### src/rtl/apu_seq.sv
// APU instruction sequencer: fetches 32-bit instructions from the instruction RAM,
// dispatches engine commands over valid/ready and pulses cal_cpl when the program ends.
`timescale 1ns/1ps
module apu_seq #(
    parameter int IR_AW = 4,
    parameter int OP_W  = 3
) (
    input  logic             clk,
    input  logic             rstn,
    input  logic             apu_ready,
    output logic             ir_ram_ren,
    output logic [IR_AW-1:0] ir_ram_raddr,
    input  logic [31:0]      ir_ram_rdata,
    output logic             cmd_valid,
    input  logic             cmd_ready,
    output logic [OP_W-1:0]  cmd_op,
    output logic [27:0]      cmd_arg,
    input  logic             layer_done,
    output logic             busy,
    output logic [IR_AW-1:0] pc,
    output logic             cal_cpl
);

    typedef enum logic [2:0] {
        IDLE     = 3'd0,
        FETCH    = 3'd1,
        WAIT_RD  = 3'd2,
        DECODE   = 3'd3,
        DISPATCH = 3'd4,
        EXEC     = 3'd5,
        DONE     = 3'd6
    } state_t;

    localparam logic [IR_AW-1:0] PC_LAST = '1;

    state_t            state_q, state_d;
    logic [IR_AW-1:0]  pc_q, pc_d;
    logic [31:0]       instr_q, instr_d;
    logic              cmd_valid_q, cmd_valid_d;
    logic [OP_W-1:0]   cmd_op_q, cmd_op_d;
    logic [27:0]       cmd_arg_q, cmd_arg_d;
    logic              rdy_prev_q;
    logic              advance;

    always_ff @(posedge clk or negedge rstn) begin
        if (!rstn) begin
            state_q     <= IDLE;
            pc_q        <= '0;
            instr_q     <= '0;
            cmd_valid_q <= 1'b0;
            cmd_op_q    <= '0;
            cmd_arg_q   <= '0;
            rdy_prev_q  <= 1'b0;
        end else begin
            state_q     <= state_d;
            pc_q        <= pc_d;
            instr_q     <= instr_d;
            cmd_valid_q <= cmd_valid_d;
            cmd_op_q    <= cmd_op_d;
            cmd_arg_q   <= cmd_arg_d;
            rdy_prev_q  <= apu_ready;
        end
    end

    always_comb begin
        state_d     = state_q;
        pc_d        = pc_q;
        instr_d     = instr_q;
        cmd_valid_d = cmd_valid_q;
        cmd_op_d    = cmd_op_q;
        cmd_arg_d   = cmd_arg_q;
        advance     = 1'b0;

        // Dropping apu_ready abandons the program from any active state; pc is kept.
        if (state_q != IDLE && !apu_ready) begin
            state_d     = IDLE;
            cmd_valid_d = 1'b0;
        end else begin
            case (state_q)
                IDLE: begin
                    if (apu_ready && !rdy_prev_q) begin
                        state_d = FETCH;
                        pc_d    = '0;
                    end
                end
                FETCH:   state_d = WAIT_RD;
                WAIT_RD: begin
                    instr_d = ir_ram_rdata;
                    state_d = DECODE;
                end
                DECODE: begin
                    if (instr_q[30:28] == 3'd0) begin
                        advance = 1'b1;
                    end else begin
                        state_d     = DISPATCH;
                        cmd_valid_d = 1'b1;
                        cmd_op_d    = OP_W'(instr_q[30:28]);
                        cmd_arg_d   = instr_q[27:0];
                    end
                end
                DISPATCH: begin
                    if (cmd_valid_q && cmd_ready) begin
                        cmd_valid_d = 1'b0;
                        if (layer_done) begin
                            advance = 1'b1;
                        end else begin
                            state_d = EXEC;
                        end
                    end
                end
                EXEC: begin
                    if (layer_done) begin
                        advance = 1'b1;
                    end
                end
                DONE:    state_d = IDLE;
                default: state_d = IDLE;
            endcase
        end

        // The last RAM slot always ends the program, so pc never wraps.
        if (advance) begin
            if (instr_q[31] || pc_q == PC_LAST) begin
                state_d = DONE;
            end else begin
                pc_d    = pc_q + 1'b1;
                state_d = FETCH;
            end
        end
    end

    assign ir_ram_ren   = (state_q == FETCH);
    assign ir_ram_raddr = pc_q;
    assign cmd_valid    = cmd_valid_q;
    assign cmd_op       = cmd_op_q;
    assign cmd_arg      = cmd_arg_q;
    assign busy         = (state_q != IDLE);
    assign pc           = pc_q;
    assign cal_cpl      = (state_q == DONE);

endmodule

### config.mk
export PLATFORM = sky130hd
export DESIGN_NAME = apu_seq
export DESIGN_NICKNAME = d
export VERILOG_FILES = /design/src/rtl/apu_seq.sv
export SDC_FILE = /design/constraint.sdc
export NUM_CORES = 1
export LEC_CHECK = 0
export ABC_AREA = 1
export CELL_PAD_IN_SITES_DETAIL_PLACEMENT = 0
export CELL_PAD_IN_SITES_GLOBAL_PLACEMENT = 2
export CORE_UTILIZATION = 28
export CTS_BUF_LIST = sky130_fd_sc_hd__clkbuf_2
export CTS_CLUSTER_SIZE = 8
export DETAILED_ROUTE_END_ITERATION = 16
export GPL_ROUTABILITY_DRIVEN = 0
export MAX_ROUTING_LAYER = met4
export PLACE_DENSITY = 0.9
export SLEW_MARGIN = 30
export SYNTH_ARGS = -nofsm -noshare
export SYNTH_HDL_FRONTEND = slang
export SYNTH_SLANG_ARGS = --single-unit
### constraint.sdc
create_clock -name clk -period 1.3 [get_ports clk]
set_input_delay 0.13 -clock clk [delete_from_list [all_inputs] [get_ports clk]]
set_output_delay 0.13 -clock clk [all_outputs]
set_load 0.02 [all_outputs]
==> flow_metrics.py <==
metrics = {
    "run_status": {
        "status": "complete, but fails checks",
        "violations": "negative setup slack",
    },
    "die": {
        "rows": 38,
        "dieArea_um2": 12010,
        "start_util_pct": 29.25,
        "die_h_um": 109.6,
        "chipWidth_um": 109.6,
        "core_area_um2": 11080,
        "pin_count": 80,
    },
    "synthesis": {
        "synth_top_area_cell": "dfrtp_1",
        "ys_ff_latch": 72,
        "synth.net_count": 381,
        "syn-cell-area_um2": 3241,
        "syn_area_per_cell_um2": 9.448,
        "yosysWarnings": 0,
        "synthTopCellsByArea": "dfrtp_1 (56%), nand2_1 (6.6%), inv_1 (5.0%)",
        "netlist_instances": 343,
        "synth_cell_types": 27,
        "yosysSeqAreaShare_pct": 55.60,
        "synth_top_area_share_pct": 55.60,
    },
    "detailed_routing": {
        "vias": 2964,
        "ant_nets": 0,
        "drt_iter0_drc": 63,
        "first_pass_iters": 4,
        "drt-vias-per-instance": 4.525,
        "remaining_drc_errors": 0,
        "drt_wl_total_um": 9743,
        "wl_per_cell_um": 14.87,
    },
    "timing": {
        "rsz0062_at_grt": "true",
        "fmax_mhz": 608.6,
        "setup_ws_ps": -343.0,
        "finalHoldViolCount": 0,
        "finalSetupViolCount": 80,
        "finalCriticalPeriod_ps": 1643,
        "fin_skew_ps": 41.27,
        "worst_pin_slew_ps": 443.3,
        "timing.final.crit_share_pct": 126.4,
        "maxSlewViolCount": 0,
        "slew_headroom_pct": 70.45,
    },
    "power": {
        "p_per_area_nw_per_um2": 1993,
        "leakage_nw": 2.812,
        "power.total_w": 0.01191,
        "vdd_drop_max_mv": 1.062,
    },
    "placement": {
        "place_inst": 571,
        "port_buffers": 79,
        "dpl.hpwl_um": 4865,
    },
    "finish": {
        "area_growth_pct": 84.48,
        "nFillCells": 993,
        "n_antenna_cell": 0,
        "seqCellArea_um2": 1807,
        "instances_no_fill": 655,
        "final_nets": 548,
        "multi_input_area_um2": 1713,
        "drive_gt1_share_pct": 57.48,
    },
    "clock_tree": {
        "clkTransAtPathRegs_ps": 240,
        "cts_buffers": 9,
        "cts_tree": "built",
        "clk_latency_ps": 510,
        "cts-root-buf": "clkbuf_2",
        "cts_sinks": 72,
        "htreeDepth": 3,
        "clock_path_buffers": 2,
    },
    "global_route": {
        "grt_pass1_vias": 2987,
        "gr-total-overflow": 0,
        "grt_first_pass_wirelength_um": 15120,
        "grt_usage_pct": 17.52,
        "grt_max_degree": 38,
        "antenna_found_initial": 0,
    },
    "worst_setup_path": {
        "cp_cell_sequence": "buf_6 -> buf_6 -> nor3_4 -> buf_12 -> nand2_8 -> buf_12 -> nor2_4 -> a21oi_2",
        "path_max_fanout": 7,
        "critical_path_class": "reg -> reg",
        "slowest_delay_ps": 470,
        "start_kind": "register",
        "worstPathRequired_ps": 1680,
        "cpLargestDelayFamily": "buffers and inverters",
        "crit_buf_inv": 4,
        "slowest_stage": "dfrtp_1",
        "worst_ep_arrival_time_ps": 2030,
        "endpoint_kind": "register",
    },
    "job": {
        "cap_violations": 0,
    },
    "worst_hold_path": {
        "hold_class": "in -> async",
    },
}
==> through the flow <==
step / setup slack (ps) / utilization, % / TNS [ps] / hold WS, ps / instance area, um^2
final: -343.0 / 53.96 / -19570 / 116.6 / 5978
after global routing: -413.7 / 53.96 / -25380 / 53.46 / 5978
after CTS: -351.8 / 47.45 / -21830 / 56.55 / 5256
after detailed placement: -199.8 / 38.78 / -7468 / 77.07 / 4297
after global placement: -156.5 / 38.78 / -6384 / 75.98 / 4297
after floorplan: -14.74 / - / -27.26 / -165.6 / 3253
==> cells in the mapped netlist <==
library cell and n:
xnor2_1 2, nand3_4 3, o21ai_0 2, nor3_1 1, and2_4 1, o21ai_1 25
o21a_1 1, inv_2 2, a21oi_1 31, nor3_4 1, nor2_2 1, ha_1 1
nor2_4 2, a21oi_2 3, nand4_1 5, buf_4 5, nand2_4 1, nor2_1 41
buf_6 14, nand2_1 57, nand2_2 5, dfrtp_1 72, nand3_1 11, inv_1 43
nand3_2 2, o21ai_2 10, buf_2 1
==> metal layers <==
metal | vias to the layer above | wire [um] | global-route usage [%]
met4 | 0 | 95 | 3.714
li1 | 1432 | - | -
met3 | 8 | 355 | 4.624
met2 | 54 | 4994 | 28.57
met1 | 1470 | 4298 | 21.87
met5 | - | 0 | -
==> worst paths after layout <==
check	from	end	slack, ps	depth (start not counted)
max	state_q[2]$_DFFE_PN0P_	instr_q[13]$_DFFE_PN0P_	-340	8
min	rstn	instr_q[21]$_DFFE_PN0P_	120	3
max reg2reg	state_q[2]$_DFFE_PN0P_	instr_q[13]$_DFFE_PN0P_	-340	8
min reg2reg	instr_q[3]$_DFFE_PN0P_	instr_q[3]$_DFFE_PN0P_	530	2
max in group asynchronous	rstn	state_q[0]$_DFFE_PN0P_	390	3
min in group clk	ir_ram_rdata[23]	instr_q[23]$_DFFE_PN0P_	210	3
==> tightest hold or removal path: cells and delay by family <==
kind / cells / cell delay, ps
buffers and inverters: 3 / 890
==> where the power goes <==
group / switching [W] / internal [W]
combinational: 0.00337 / 0.00367
clock: 0.000872 / 0.000266
sequential: 0.000550 / 0.00319
==> area by class of cell <==
class,instances,area share (%)
clock buffers,10,0.8372
clock inverters,6,0.7535
inverters,45,2.825
multi-input cells,208,28.65
flip-flops and latches,72,30.22
well taps,140,2.930
repair buffers,174,33.78
==> what timing repair did <==
item                                    4_1_cts  5_1_grt
cloned                                       18        2
setup buffers                                26       22
endpoints found under the setup margin      114      114
pin swaps                                     6        9
hold endpoints to repair                     72        0
gates resized for setup                     293      154
hold buffers                                  3        0
==> cells in the final DEF (no fill, tap or decap), types with 2 or more instances in the layout <==
master / synthesis / final
inv_2: 2 / 3
nand3_1: 11 / 9
nand3_4: 3 / 3
buf_6: 14 / 50
clkbuf_16: 0 / 2
nand2_8: 0 / 3
xnor2_1: 2 / 2
nor2_4: 2 / 35
dlygate4sd3_1: 0 / 2
nand2_1: 57 / 24
o21ai_2: 10 / 19
nand2_2: 5 / 19
buf_12: 0 / 10
o21ai_1: 25 / 17
clkinvlp_4: 0 / 2
dfrtp_2: 0 / 4
nand3_2: 2 / 4
clkdlybuf4s50_1: 0 / 35
buf_2: 1 / 3
nand4_1: 5 / 5
nand2_4: 1 / 19
inv_1: 43 / 42
buf_4: 5 / 58
clkinv_4: 0 / 2
a21oi_2: 3 / 29
nor2_1: 41 / 8
a21oi_4: 0 / 2
dfrtp_1: 72 / 68
a21oi_1: 31 / 3
clkbuf_2: 0 / 10
buf_16: 0 / 14
==> cells by family (layout without fill, tap and decap cells) <==
| family | Yosys count | in the layout | synth area share, % |
|---|---|---|---|
| adders and majority gates | 1 | 1 | 0.3860 |
| xor gates and xnor gates | 2 | 2 | 0.5406 |
| and+or+nand+nor | 131 | 133 | 19.38 |
| DFF | 72 | 72 | 55.60 |
| AOI/OAI and AO/OA | 72 | 72 | 12.70 |
| buffers and inverters | 65 | 235 | 11.39 |
==> registers in the layout, summed over array words and instances (netlist names) <==
name and flops:
instr_q 32, cmd_arg 28, ir_ram_raddr 4, cmd_op 3, state_q 3, cmd_valid 1, rdy_prev_q 1
Note: power is estimated with default switching activity, not from simulation.
